### src/rtl/float2fix.sv
// float2fix: 3-stage IEEE-754 single to signed fixed-point converter.
// Shadowed runtime config, rounding modes, saturation and event counters.
module float2fix #(
   parameter int DATA_W = 32,
   parameter int FRAC_W = 6,
   parameter int CNT_W  = 16
) (
   input  logic              clk,
   input  logic              rst,
   input  logic              running,
   input  logic              run,
   input  logic [FRAC_W-1:0] frac,
   input  logic [1:0]        rnd,
   input  logic              sat,
   input  logic [31:0]       in0,
   output logic [DATA_W-1:0] out0,
   output logic [CNT_W-1:0]  ovf_cnt,
   output logic [CNT_W-1:0]  nan_cnt
);

   localparam int SHW = (FRAC_W > 8 ? FRAC_W : 8) + 2;
   localparam int WW  = DATA_W + 25;

   localparam logic signed [SHW-1:0] OVF_SH = SHW'(DATA_W - 24);
   localparam logic [DATA_W:0] LIM_N =
      (DATA_W+1)'(1) << (DATA_W - 1);
   localparam logic [DATA_W:0] LIM_P = LIM_N - (DATA_W+1)'(1);
   localparam logic [DATA_W-1:0] INT_MIN =
      {1'b1, {(DATA_W-1){1'b0}}};
   localparam logic [DATA_W-1:0] INT_MAX = ~INT_MIN;

   typedef struct packed {
      logic           s;
      logic [23:0]    m;
      logic [SHW-1:0] sh;
      logic           nan;
      logic           inf;
      logic [1:0]     rnd;
      logic           sat;
   } s1_t;

   typedef struct packed {
      logic              s;
      logic [DATA_W-1:0] mag;
      logic              g;
      logic              st;
      logic              ovf;
      logic              nan;
      logic [1:0]        rnd;
      logic              sat;
   } s2_t;

   logic [FRAC_W-1:0] cfg_frac;
   logic [1:0]        cfg_rnd;
   logic              cfg_sat;

   s1_t s1, s1_d;
   s2_t s2, s2_d;

   logic [7:0]        e;
   logic [SHW-1:0]    nsh;
   logic [WW-1:0]     mw;
   logic [48:0]       rw;
   logic              inc;
   logic              over;
   logic [DATA_W:0]   magp;
   logic [DATA_W-1:0] res;

   assign e = in0[30:23];

   always_ff @(posedge clk) begin
      if (rst) begin
         cfg_frac <= '0;
         cfg_rnd  <= '0;
         cfg_sat  <= 1'b1;
      end else if (run) begin
         cfg_frac <= frac;
         cfg_rnd  <= rnd;
         cfg_sat  <= sat;
      end
   end

   // Config travels with each sample so in-flight data keeps its mode.
   always_comb begin
      s1_d     = '0;
      s1_d.s   = in0[31];
      s1_d.sh  = SHW'(e) - SHW'(150) + SHW'(cfg_frac);
      s1_d.rnd = cfg_rnd;
      s1_d.sat = cfg_sat;
      unique case (1'b1)
         (e == 8'd0): begin
         end
         (e == 8'hff): begin
            s1_d.nan = |in0[22:0];
            s1_d.inf = ~|in0[22:0];
         end
         default: s1_d.m = {1'b1, in0[22:0]};
      endcase
   end

   // Overflow is decided from the shift count, not the shifted value.
   always_comb begin
      s2_d     = '0;
      s2_d.s   = s1.s;
      s2_d.nan = s1.nan;
      s2_d.rnd = s1.rnd;
      s2_d.sat = s1.sat;
      s2_d.ovf = s1.inf |
                 (s1.m[23] & ($signed(s1.sh) > OVF_SH));
      nsh = -s1.sh;
      mw  = WW'(s1.m) << s1.sh;
      rw  = {s1.m, 25'b0} >> nsh;
      if (!s1.sh[SHW-1]) begin
         s2_d.mag = mw[DATA_W-1:0];
      end else if (nsh > SHW'(25)) begin
         s2_d.st = |s1.m;
      end else begin
         s2_d.mag = DATA_W'(rw[48:25]);
         s2_d.g   = rw[24];
         s2_d.st  = |rw[23:0];
      end
   end

   always_comb begin
      inc = 1'b0;
      case (s2.rnd)
         2'd1: inc = s2.g & (s2.st | s2.mag[0]);
         2'd2: inc = s2.s & (s2.g | s2.st);
         2'd3: inc = ~s2.s & (s2.g | s2.st);
         default: inc = 1'b0;
      endcase
      magp = {1'b0, s2.mag} + {{DATA_W{1'b0}}, inc};
      over = s2.ovf | (magp > (s2.s ? LIM_N : LIM_P));
      res  = s2.s ? -magp[DATA_W-1:0] : magp[DATA_W-1:0];
      if (over)
         res = (s2.sat & ~s2.s) ? INT_MAX : INT_MIN;
   end

   always_ff @(posedge clk) begin
      if (rst) begin
         s1      <= '0;
         s2      <= '0;
         out0    <= '0;
         ovf_cnt <= '0;
         nan_cnt <= '0;
      end else begin
         s1   <= s1_d;
         s2   <= s2_d;
         out0 <= res;
         if (run) begin
            ovf_cnt <= '0;
            nan_cnt <= '0;
         end else if (running) begin
            if (over && !(&ovf_cnt))
               ovf_cnt <= ovf_cnt + CNT_W'(1);
            if (s2.nan && !(&nan_cnt))
               nan_cnt <= nan_cnt + CNT_W'(1);
         end
      end
   end

endmodule

### config.mk
export PLATFORM = sky130hd
export DESIGN_NAME = float2fix
export DESIGN_NICKNAME = d
export VERILOG_FILES = /design/src/rtl/float2fix.sv
export SDC_FILE = /design/constraint.sdc
export NUM_CORES = 1
export LEC_CHECK = 0
export ABC_AREA = 0
export CELL_PAD_IN_SITES_DETAIL_PLACEMENT = 2
export CELL_PAD_IN_SITES_GLOBAL_PLACEMENT = 2
export CORE_UTILIZATION = 38
export DETAILED_ROUTE_END_ITERATION = 8
export PLACE_DENSITY_LB_ADDON = 0.2
export SLEW_MARGIN = 10
export SYNTH_ARGS = -nofsm -noshare
export SYNTH_HDL_FRONTEND = slang
export SYNTH_SLANG_ARGS = --single-unit
### constraint.sdc
create_clock -name clk -period 10.93 [get_ports clk]
set_clock_uncertainty 0.2 [all_clocks]
set_input_delay 2.186 -clock clk [delete_from_list [all_inputs] [get_ports clk]]
set_output_delay 2.186 -clock clk [all_outputs]
set_load 0.01 [all_outputs]
==> flow_metrics.tcl <==
set metrics [dict create \
    status "completed" \
    setup_tns_ps 0 \
    cp_common_cell "ha_1" \
    drive_above_1_share_pct 8.79 \
    p_leak_nw 5.29 \
    drv_cap 0 \
    grt_setup_unrepaired "no" \
    drtIter0Drc 599 \
    ys_ff_latch 153 \
    die_y_um 177 \
    cts_resized 0 \
    synth_edf_count 0 \
    wl_per_cell_um 22.6 \
    hpwl_mm 31.8 \
    drt-total-wl_mm 42.5 \
    irDropWorstVdd_mv 0.116 \
    vias 11500 \
    synthArstFlopShare_pct 0 \
    cts-hold-fix-buffers 0 \
    worst_pin_slew_ps 1160 \
    tritoncts.num_buffers 17 \
    clock.fmax_ghz 0.140 \
    cp-start-kind "flip-flop" \
    cp_slowest_stage_delay_ps 860 \
    critPathArrivalTime_ps 7340 \
    insertion_delay_ps 460 \
    cts_tree "yes" \
    start_util_pct 39.0 \
    slew_viol_final 0 \
    clk_transition_reported_paths_ps 80 \
    drc 0 \
    period_minus_slack_ps 7160 \
    htree_levels 4 \
    root_buffer "clkbuf_16" \
    cp.required_ps 11120 \
    area_growth_pct 15.9 \
    powerDensity_nw_per_um2 135 \
    gp_congestion 0.870 \
    nets 1570 \
    grt_max_degree 71 \
    total_power_w 0.00182 \
    report.final.setup_viol 0 \
    netlist_area_um2 11600 \
    cts_buffer_depth 2 \
    syn_inst 1437 \
    rows 63 \
    syn_avg_cell_area_um2 8.11 \
    yosysWarnings 0 \
    ys.flop_type "dfxtp_1" \
    relSlewSlack_pct 22.2 \
    end_kind "flip-flop" \
    io_buffer_count 108 \
    syn_nets 1529 \
    critical_path_class "flip-flop to flip-flop" \
    grt_usage_pct 27.9 \
    period_share_pct 65.5 \
    path_cells "buf_4, a21oi_1, nor3_1, ha_1, ha_1, and2_1, nand3_4, nor3_4, xnor2_1, inv_1, ha_1, nand4_1, or2_2, nor3_1, inv_1, o2111ai_2, nand2_1, or4_1, a21oi_1" \
    worstHoldPathCells 1 \
    grt_pass1_wl_mm 68.4 \
    grt_pass1_vias 12100 \
    cts_setup_buffers 0 \
    grt-ovfl-total 0 \
    worstHoldStart "s1[0]" \
    ant_nets 0 \
    seq_area_frac_synth_pct 26.3 \
    crit_start "s2[39]" \
    dieArea_um2 31400 \
    utilization_pct 45.2 \
    ys_types 86 \
    cts.sinks 153 \
    core_um2 29900 \
    hold_viol_final 0 \
    reg2reg_depth 19 \
    vias_per_cell 6.14 \
    crit_fanout 70 \
    die_w_um 177 \
    worst_path_max_delay_cell "nand2_1" \
    hp-class "flip-flop to flip-flop" \
    io_pins 109 \
    rr_startpoint "s2[39]" \
    antenna_found_initial 1 \
    drt_first_pass_iters 5 \
]
final cells by class:
| class | instances | area (µm²) |
|---|---|---|
| antenna | 1 | 2.50 |
| fill | 3336 | 16400 |
| inverter | 50 | 188 |
| clock inverter | 15 | 153 |
| tap | 390 | 488 |
| sequential | 153 | 3070 |
| multi-input combinational | 1134 | 7990 |
| clock buffer | 17 | 425 |
| timing repair buffer | 122 | 1180 |
synth_stat cells (27+ instances only):
library cell | count | area (µm²)
clkbuf_1 | 65 | 244
nor4_1 | 28 | 175
nand2_1 | 116 | 435
a21oi_1 | 81 | 405
inv_1 | 48 | 180
nand4_1 | 33 | 206
o21ai_0 | 65 | 325
mux2i_1 | 61 | 611
mux4_2 | 32 | 721
nor2_1 | 133 | 499
dfxtp_1 | 153 | 3060
and3_1 | 33 | 206
ha_1 | 46 | 576
nand3_1 | 68 | 340
and2_1 | 31 | 194
nor3_1 | 46 | 230
xor2_1 | 27 | 236
xnor2_1 | 31 | 272
metrics by stage:
stage          std cells  setup WS, ps  instance area (µm²)  hold slack [ps]
2_1_floorplan       1437          5040                11600              213
3_3_place_gp        1849          4200                12900              217
3_5_place_dp        1849          3800                12900              238
4_1_cts             1881          3760                13500              256
5_1_grt             1881          3150                13500              266
6_report            1882          3770                13500              252
critical path, delay by kind of cell, from the launching register on:
family	cells	cell delay [ps]
xor gates and xnor gates	1	310
and+or+nand+nor	9	3460
buffers and inverters	3	750
adders and majority gates	3	1090
AOI/OAI and AO/OA	3	840
DFF	1	320
report_power, final:
group	leakage, nW	switching, W	internal, W
Combinational	3.76	0.000367	0.000227
Clock	0.280	0.000297	0.000305
Sequential	1.25	0.0000372	0.000586
Total	5.29	0.000701	0.00112
placed cells by master (no fill, tap or decap), types with 9 or more instances in the layout:
| master | n |
|---|---|
| a21oi_1 | 81 |
| and4_1 | 9 |
| o31ai_1 | 20 |
| clkdlybuf4s50_1 | 107 |
| nor3_1 | 46 |
| xnor2_1 | 31 |
| a31oi_1 | 17 |
| nor2b_1 | 16 |
| inv_1 | 48 |
| and3_1 | 33 |
| o211ai_1 | 10 |
| nand4_1 | 33 |
| mux4_2 | 32 |
| nand3_1 | 68 |
| a211oi_1 | 23 |
| or3_1 | 12 |
| mux2i_1 | 61 |
| ha_1 | 46 |
| or4_1 | 10 |
| dfxtp_1 | 151 |
| nor4_1 | 27 |
| nand2_1 | 116 |
| o22ai_1 | 25 |
| mux2_2 | 12 |
| and2_1 | 31 |
| o21ai_0 | 65 |
| clkbuf_16 | 17 |
| a21o_1 | 19 |
| nor2_1 | 133 |
| buf_4 | 14 |
| xor2_1 | 27 |
kinds of logic after synthesis:
logic type	count (synthesis)	synth area share [%]
adder cells (fa/ha/maj)	47	5.11
multiplexers	105	12.6
AO/OA/AOI/OAI	344	19.4
XOR/XNOR	60	4.64
buffers and inverters	150	5.28
flip-flops	153	26.3
AND/OR/NAND/NOR	578	26.7
flip-flops by register name, summed over array words and instances, names as in the netlist:
signal / cells
cfg_sat: 1
ovf_cnt: 16
nan_cnt: 16
s1: 40
s2: 40
cfg_frac: 6
cfg_rnd: 2
out0: 32
worst paths after layout:
kind | endpoint | slack [ps]
setup reg to reg | ovf_cnt[8] | 3770
setup / recovery | ovf_cnt[8] | 3770
hold reg to reg | s2[0] | 250
hold / removal | s2[0] | 250
per-layer routing:
layer | GRT usage, % | wire (µm) | share of wire (%) | vias to the layer above
met5 | 0 | 0 | 0 | -
met4 | 13.5 | 1700 | 4.0 | 0
met1 | 34.7 | 18600 | 44 | 5746
met3 | 3.91 | 1300 | 3.0 | 101
li1 | - | - | - | 5429
met2 | 47.2 | 20900 | 49 | 272
(Power assumes the default switching activity.)
==> RTL change: new RTL, config.mk and constraints unchanged <==
Reset style: asynchronous (`rst`), changed in 2 clocked blocks.
--- a/src/rtl/float2fix.sv
+++ b/src/rtl/float2fix.sv
@@ -70,3 +70,3 @@
 
-   always_ff @(posedge clk) begin
+   always_ff @(posedge clk or posedge rst) begin
       if (rst) begin
@@ -138,3 +138,3 @@
 
-   always_ff @(posedge clk) begin
+   always_ff @(posedge clk or posedge rst) begin
       if (rst) begin
Behaviour: differs if rst is asserted again (counterexample within 4 cycles, from zero or initial values and one cycle with rst high); with rst held inactive, the same outputs for 4 cycles.
==> RTL change against the unedited design <==
Cell area increased by 3.1%. Global-route usage fell by 0.15 points. Power is 38% higher. Wire length grew 1.4%. Worst hold slack worse by 0.093 ns. Non-clock buffer count rose by 4. Area after synthesis grew 2.0%. Worst setup slack got worse by 0.28 ns. Sequential cell count is the same. Critical path type unchanged. Largest power group is now combinational logic.
==> RTL change: results (changes against the unedited design) <==
synth cell count leaders - dfrtp_1, nand2_1, a21oi_1, nor2_1, clkbuf_1
Leak Pwr - 5.62 nW (+6.2%)
WL per Instance - 23.7 µm (+4.9%)
CP max FO - 31 (-56%)
setup slack, reg-to-reg - 3.50 ns (-0.28 ns)
async set-reset flop share out of synthesis - 1.00 (+1.00)
Arrival @ worst endpoint - 7.54 ns (+0.20 ns)
Vias per Instance - 6.17 (+0.49%)
fin util - 0.454 (+0.00188)
share of post-route cells with drive strength above 1 - 0.0949 (+0.00701)
WL met3 - 1160 µm (-11%)
maximum VDD drop - 0.107 mV (-7.7%)
Clk. pwr - 0.000675 W (+12%)
synth top area cells - dfrtp_1, mux2i_1, mux4_2
syn_nets - 1446 (-5.4%)
nets@finish - 1502 (-4.3%)
worst relative slew slack - 0.276 (+0.0543)
Crit Reg-Reg Endpoint - out0[31]
Register Area - 0.00383 mm² (+25%)
largest net degree at the start of global routing - 112 (+58%)
area of the multi-input gates - 0.00757 mm² (-5.3%)
drt pass-1 iters - 6 (+1)
first-pass GRT wire length - 68600 µm (+0.30%)
Multi-In Gates - 1076 (-5.1%)
Yosys cell types - 85 (-1.2%)
CP startpoint - s2[39]
met2 Resource Use GR - 0.479 (+0.00676)
Non-clk bufs - 126 (+3.3%)
met2 WL - 21800 µm (+4.8%)
ys flop type - dfrtp_1
DP Area - 0.0133 mm² (+2.6%)
drt initial violations - 583 (-2.7%)
vias after detailed routing - 11200 (-2.9%)
clk tree area frac - 0.0472 (+0.00438)
outcome - complete, no violations
sequential element share of the synthesized area - 0.322 (+0.0595)
met1 Use GR - 0.360 (+0.0125)
[RTL change: cell types whose count changed after synthesis, moves of 23 or more]
cell / before / now
dfxtp_1: 153 / 0
nand3_1: 68 / 41
nor2_1: 133 / 102
o22ai_1: 25 / 48
a21oi_1: 81 / 104
dfrtp_1: 0 / 152
[RTL change: metrics by stage]
| step | setup slack [ns] | total power (W) |
|---|---|---|
| finish | 3.50 | 0.00251 |
| global route | 2.99 | 0.00264 |
| CTS | 3.52 | 0.00252 |
| detailed placement | 3.60 | 0.00182 |
| global placement | 4.02 | 0.00178 |
| floorplan | 4.42 | 0.00146 |
[RTL change: logic make-up after synthesis]
| family | Yosys count | synth area share |
|---|---|---|
| compound gates | 352 | 0.194 |
| xor+xnor | 60 | 0.0442 |
| fa+ha+maj | 47 | 0.0501 |
| buf+inv | 125 | 0.0421 |
| flops | 153 | 0.322 |
| mux | 117 | 0.130 |
| simple gates | 500 | 0.218 |
[RTL change: critical path, stage by stage, from the launching register on]
cell and delay, ns:
dfrtp_2 0.82, a21oi_1 0.18, nor3_1 0.21, ha_1 0.30
ha_1 0.51, nand2_1 0.26, or4_4 0.61, or4_1 0.55
and2_1 0.21, inv_1 0.08, ha_1 0.25, a21oi_1 0.17
o21ai_0 0.16, o211ai_1 0.25, a31oi_1 0.10, o311ai_1 0.90
nand2_1 0.94, a211oi_1 0.46, nor4bb_1 0.11
[RTL change: worst min path at each step]
stage,slack [ns],to,from,cells after the start
global placement,0.13,s2[0],s1[0],0
CTS,0.16,s2[1],s1[1],0
floorplan,0.13,s2[0],s1[0],0
finish,0.16,s2[1],s1[1],0
global route,0.18,s2[3],s1[4],0
detailed placement,0.14,s2[39],s1[39],0
